<file path="src/rtl/spi_cfg_pkg.sv">
// Shared constants, FSM state type and frame builder for the SPI configuration master.
package spi_cfg_pkg;

   localparam int   FRAME_W   = 16;
   localparam int   ADDR_W    = 7;
   localparam int   DATA_W    = 8;
   localparam logic WRITE_BIT = 1'b1;

   localparam logic [ADDR_W-1:0] ADDR_REG0 = 7'h00;
   localparam logic [ADDR_W-1:0] ADDR_REG1 = 7'h01;
   localparam logic [ADDR_W-1:0] ADDR_REG2 = 7'h02;
   localparam logic [ADDR_W-1:0] ADDR_REG3 = 7'h03;
   localparam logic [ADDR_W-1:0] ADDR_REG4 = 7'h04;

   typedef enum logic [2:0] {
      IDLE,
      REJECT,
      SETUP,
      SHIFT,
      HOLD,
      GAP
   } state_t;

   function automatic logic [FRAME_W-1:0] make_frame(input logic [ADDR_W-1:0] addr,
                                                     input logic [DATA_W-1:0] data);
      return {WRITE_BIT, addr, data};
   endfunction

endpackage

</file>
<file path="src/rtl/rr_arbiter.sv">
// Round-robin arbiter: lowest valid index at or above ptr wins, else lowest valid overall.
module rr_arbiter #(
   parameter int NUM_REQ = 2,
   parameter int IDX_W   = 1
) (
   input  logic [NUM_REQ-1:0] req,
   input  logic [IDX_W-1:0]   ptr,
   output logic [NUM_REQ-1:0] gnt,
   output logic [IDX_W-1:0]   idx,
   output logic               any
);

   logic [NUM_REQ-1:0] upper;

   always_comb begin
      upper = '0;
      gnt   = '0;
      idx   = '0;
      any   = 1'b0;
      for (int unsigned i = 0; i < NUM_REQ; i++) begin
         upper[i] = req[i] && (i >= 32'(ptr));
      end
      for (int unsigned i = 0; i < NUM_REQ; i++) begin
         if (!any && upper[i]) begin
            gnt[i] = 1'b1;
            idx    = IDX_W'(i);
            any    = 1'b1;
         end
      end
      // wrap-around: nothing valid at or above the pointer
      for (int unsigned i = 0; i < NUM_REQ; i++) begin
         if (!any && req[i]) begin
            gnt[i] = 1'b1;
            idx    = IDX_W'(i);
            any    = 1'b1;
         end
      end
   end

endmodule

</file>
<file path="src/rtl/spi_cfg_master.sv">
// Arbitrates register-write requests and serialises each into a 16-bit SPI mode-0 write frame.
module spi_cfg_master
   import spi_cfg_pkg::*;
#(
   parameter int NUM_REQ  = 2,
   parameter int SCLK_DIV = 4,
   parameter int CS_SETUP = 4,
   parameter int CS_HOLD  = 2,
   parameter int IDLE_GAP = 2,
   parameter int MAX_ADDR = 4
) (
   input  logic                      clk,
   input  logic                      rst_n,
   input  logic [NUM_REQ-1:0]        req_valid,
   input  logic [NUM_REQ*ADDR_W-1:0] req_addr,
   input  logic [NUM_REQ*DATA_W-1:0] req_data,
   output logic [NUM_REQ-1:0]        req_ready,
   output logic                      done,
   output logic                      err,
   output logic [2:0]                resp_id,
   output logic                      busy,
   output logic                      cs_n,
   output logic                      sclk,
   output logic                      copi
);

   localparam int IDX_W = (NUM_REQ > 1) ? $clog2(NUM_REQ) : 1;
   localparam int CNT_W = 16;

   state_t             state, state_nxt;
   logic [IDX_W-1:0]   ptr, idx;
   logic [NUM_REQ-1:0] gnt;
   logic               any;
   logic [ADDR_W-1:0]  sel_addr;
   logic [DATA_W-1:0]  sel_data;
   logic [FRAME_W-1:0] shreg;
   logic [CNT_W-1:0]   cnt;
   logic [3:0]         bit_cnt;
   logic [2:0]         id_q;
   logic               grant, phase_end, shift_en, bit_adv, sclk_nxt;

   rr_arbiter #(.NUM_REQ(NUM_REQ), .IDX_W(IDX_W)) u_arb (
      .req (req_valid),
      .ptr (ptr),
      .gnt (gnt),
      .idx (idx),
      .any (any)
   );

   always_comb begin
      sel_addr = '0;
      sel_data = '0;
      for (int unsigned i = 0; i < NUM_REQ; i++) begin
         if (gnt[i]) begin
            sel_addr = req_addr[i*ADDR_W +: ADDR_W];
            sel_data = req_data[i*DATA_W +: DATA_W];
         end
      end
   end

   always_comb begin
      state_nxt = state;
      grant     = 1'b0;
      shift_en  = 1'b0;
      bit_adv   = 1'b0;
      phase_end = (state == SHIFT) && (cnt == CNT_W'(SCLK_DIV-1));
      unique case (state)
         IDLE: begin
            if (any) begin
               grant     = 1'b1;
               state_nxt = (sel_addr > ADDR_W'(MAX_ADDR)) ? REJECT : SETUP;
            end
         end
         REJECT: state_nxt = IDLE;
         SETUP:  if (cnt == CNT_W'(CS_SETUP-1)) state_nxt = SHIFT;
         SHIFT: begin
            if (phase_end) begin
               if (sclk)                  shift_en  = 1'b1;
               else if (bit_cnt == 4'd15) state_nxt = HOLD;
               else                       bit_adv   = 1'b1;
            end
         end
         HOLD:    if (cnt == CNT_W'(CS_HOLD-1))  state_nxt = GAP;
         GAP:     if (cnt == CNT_W'(IDLE_GAP-1)) state_nxt = IDLE;
         default: state_nxt = IDLE;
      endcase

      sclk_nxt = 1'b0;
      if (state_nxt == SHIFT) begin
         if (state != SHIFT) sclk_nxt = 1'b1;
         else if (phase_end) sclk_nxt = ~sclk;
         else                sclk_nxt = sclk;
      end
   end

   always_ff @(posedge clk or negedge rst_n) begin
      if (!rst_n) begin
         state   <= IDLE;
         ptr     <= '0;
         id_q    <= '0;
         shreg   <= '0;
         cnt     <= '0;
         bit_cnt <= '0;
         cs_n    <= 1'b1;
         sclk    <= 1'b0;
      end else begin
         state <= state_nxt;
         sclk  <= sclk_nxt;
         cs_n  <= !(state_nxt inside {SETUP, SHIFT, HOLD});
         if (state == IDLE || state_nxt != state || phase_end) cnt <= '0;
         else                                                  cnt <= cnt + 1'b1;
         if (grant) begin
            ptr     <= (32'(idx) == NUM_REQ-1) ? '0 : idx + 1'b1;
            id_q    <= 3'(idx);
            bit_cnt <= '0;
            if (state_nxt == SETUP) shreg <= make_frame(sel_addr, sel_data);
         end
         // zero-fill keeps copi low once the last bit has gone out
         if (shift_en) shreg <= {shreg[FRAME_W-2:0], 1'b0};
         if (bit_adv)  bit_cnt <= bit_cnt + 4'd1;
      end
   end

   assign copi      = shreg[FRAME_W-1];
   assign req_ready = grant ? gnt : '0;
   assign done      = (state == HOLD) && (cnt == CNT_W'(CS_HOLD-1));
   assign err       = (state == REJECT);
   assign resp_id   = (done || err) ? id_q : '0;
   assign busy      = (state != IDLE);

endmodule

</file>
<file path="config.mk">
export PLATFORM = sky130hd
export DESIGN_NAME = spi_cfg_master
export DESIGN_NICKNAME = d
export VERILOG_FILES = /design/src/rtl/spi_cfg_pkg.sv /design/src/rtl/rr_arbiter.sv /design/src/rtl/spi_cfg_master.sv
export SDC_FILE = /design/constraint.sdc
export NUM_CORES = 1
export LEC_CHECK = 0
export ABC_AREA = 1
export CORE_MARGIN = 2
export CORE_UTILIZATION = 45
export CTS_CLUSTER_DIAMETER = 30
export CTS_CLUSTER_SIZE = 14
export DETAILED_ROUTE_END_ITERATION = 8
export PLACE_DENSITY_LB_ADDON = 0.2
export SLEW_MARGIN = 40
export SYNTH_ARGS = -nofsm -noshare
export SYNTH_HDL_FRONTEND = slang
export SYNTH_HIERARCHICAL = 1
export SYNTH_SLANG_ARGS = --single-unit
export TNS_END_PERCENT = 5
</file>
<file path="constraint.sdc">
create_clock -name clk -period 1.9 [get_ports clk]
set_input_delay 0.38 -clock clk [delete_from_list [all_inputs] [get_ports clk]]
set_output_delay 0.38 -clock clk [all_outputs]
set_load 0.02 [all_outputs]
</file>
==> flow_summary.toml <==
[outcome]
outcome = "finished, violations left"
violations = "negative setup slack"

[worst_setup_path]
critical_path.slowest_cell = "dfrtp_1"
cp.depth = 8
r2r_start = "ptr$_DFFE_PN0P_"
crit_type = "flip-flop to output pin"
critPathMaxStageDelay_ps = 380
cp_top_family = "flip-flops"
start_kind = "flip-flop"
cp_data_required_time_ps = 1520
worstPathMaxFanout = 2
crit_start = "cnt[0]$_DFF_PN0_"
crit_chain = "buf_4 -> ha_1 -> nand2_1 -> nor2_2 -> nand3_2 -> inv_2 -> o21a_1 -> buf_6"
rrSetupSlack_ps = 20
cp_num_buf_inv = 3
cp_data_arrival_time_ps = 1550
r2r_end = "cnt[1]$_DFF_PN0_"
cp-end-kind = "output pin"
r2r_cells = 14
critPathCapture = "resp_id[0]"

[sta]
skew_ps = 10.1
fmax_ghz = 0.519
hold_viol = 0
rsz0062_at_grt = "true"
finalMaxSlewViolations = 0
hold_slack_ps = 31.6
fin_crit_sh_pct = 101
min_period_ps = 1930
setup_tns_ps = -25.2
final.setup.worst_slack_ps = -25.2
setup_viol_count_final = 1

[global_routing]
grt_pass1_wl_um = 9820
grt_max_degree = 25
track_usage_pct = 19.0
first_global_vias = 2289
grt_antenna_before_repair = 0
overflow = 0

[layout]
final_cell_mix = "87 x nand2_1, 51 x buf_4, 42 x dfrtp_1, 32 x inv_1, 32 x clkdlybuf4s50_1"
fillers = 524
area_growth_syn_to_layout_pct = 39.9
layout-drive-gt1-share_pct = 28.6
stdcell_count = 522
layout.cells.most_common = "nand2_1"
layout.nets = 483
antenna_cells = 0

[power]
ir_drop_mv = 0.599
p_leak_nw = 1.77
p_per_area_nw_per_um2 = 988

[synth]
synth_top_area_share_pct = 39.0
synth_cells = 355
synthMuxAreaShare_pct = 0
synth-edff-count = 0
synth_simple_gate_area_share_pct = 37.1
synth_area_leaders = "dfrtp_1 39%, nand2_1 13%, nand3_1 6.7%, nor2_4 6.3%, nor2_1 5.2%"
synth_compound_area_share_pct = 8.08
seq_area_frac_synth_pct = 40.0
synth_area_per_cell_sq_um = 7.59
ys_types = 34
synth_ff_type = "dfrtp_1"
async_reset_ff_share_pct = 100
yosys.area.top_type = "dfrtp_1"
yosys.area_share.xor_xnor_pct = 3.90
synth_fa_ha_area_share_pct = 1.39
yosys_warnings = 6
synth_area_sq_um = 2690
ys_seq_elements = 43
synth_top_family_by_area = "simple AND/OR/NAND/NOR gates"

[cts]
clk_latency_ps = 290
cts_num_sinks = 43
cts_tree = "yes"
htree_levels = 2
cts_buffers = 5
clk_transition_reported_paths_ps = 80
cts_buffer_depth = 2
cts_hold_buf = 0
cts-root-buf = "clkbuf_8"

[detailed_routing]
viasPerCell = 4.77
wl_per_cell_um = 11.5
ant_nets = 0
via_count = 2489
wirelength_um = 6000
drcViolationCount = 0
drtPass1Iterations = 4
drt_iter0_drc = 56

[floorplanning]
core_sq_um = 5850
ios = 45
dieArea_sq_um = 6620
placementRows = 28
fp.dieW_um = 81.4
initial_utilization_pct = 46.0
die_h_um = 81.4

[placed_design]
portBuffers = 42
dp.cells = 508
pre_cts_slack_ps = -641
place_congestion = 0.893
hpwl_um = 4460

[worst_hold_path]
hp-class = "input port to asynchronous set/reset pin"

[flow_run]
maxCapViolations = 0
## worst min path at each step
| stage | startpoint | endpoint | cells past startpoint |
|---|---|---|---|
| after global routing | rst_n | state[2]$_DFF_PN0_ | 1 |
| after CTS | rst_n | ptr$_DFFE_PN0P_ | 1 |
| final | rst_n | state[2]$_DFF_PN0_ | 1 |
| after floorplan | rst_n | bit_cnt[0]$_DFFE_PN0P_ | 0 |
| after global placement | rst_n | state[2]$_DFF_PN0_ | 1 |
| after detailed placement | rst_n | state[2]$_DFF_PN0_ | 1 |
## final cells by class
cell class / instances / area (sq um) / share of cell area (%)
sequential: 43 / 1080 / 28.6
tap: 75 / 93.8 / 2.49
inverter: 39 / 148 / 3.92
timing repair buffer: 96 / 855 / 22.7
clock buffer: 7 / 76.3 / 2.03
clock inverter: 1 / 5.00 / 0.133
multi-input combinational: 261 / 1510 / 40.2
## kinds of logic (layout without fill, tap and decap cells)
logic type | Yosys count | in the layout
compound gates | 38 | 38
fa+ha+maj | 3 | 3
xor+xnor | 12 | 12
other cells | 1 | 2
buf+inv | 53 | 143
flops | 43 | 43
simple gates | 205 | 206
## timing repair
action / CTS / global route
resized for setup: 29 / 46
pin swaps: 1 / 16
gates cloned: 0 / 1
setup endpoints to repair: 42 / 42
buffers inserted: 1 / 4
## flip-flops by register name, indices dropped and copies added (netlist names)
name and count:
sclk 1, ptr 1, state 3, shreg 16
id_q 1, cs_n 1, bit_cnt 4, cnt 16
## cells in the mapped netlist, types with 4 or more instances
library cell and number:
nor2_4 15, nand3_1 36, nor2_1 37, xor2_1 7, xnor2_1 5, a31oi_1 8, nand4_1 4, buf_4 5
o21a_1 5, dfrtp_1 42, nand2_1 94, inv_1 36, nand2_2 4, nor3_1 5, o21ai_0 17
## power by group
group          switching (mW)  leakage [nW]  total, mW  internal (mW)
clock network           0.308        0.0422      0.567          0.258
logic                    1.09          1.18       1.84          0.747
registers               0.151         0.552       1.32           1.17
## metrics by stage
stage                     power, mW  util, %  area (sq um)
after floorplan                2.36        -          2700
after global placement         2.87     59.9          3510
after detailed placement       2.92     59.9          3510
after CTS                      3.53     61.7          3610
after global routing           4.00     64.4          3770
final                          3.72     64.4          3770
## layer usage
metal	routed length (um)	up-vias	track usage, %
met5	0	-	0
li1	-	1309	-
met4	72	0	5.59
met2	3040	50	32.6
met1	2680	1124	23.9
met3	208	6	4.11
Power figures use the tool's default switching activity.
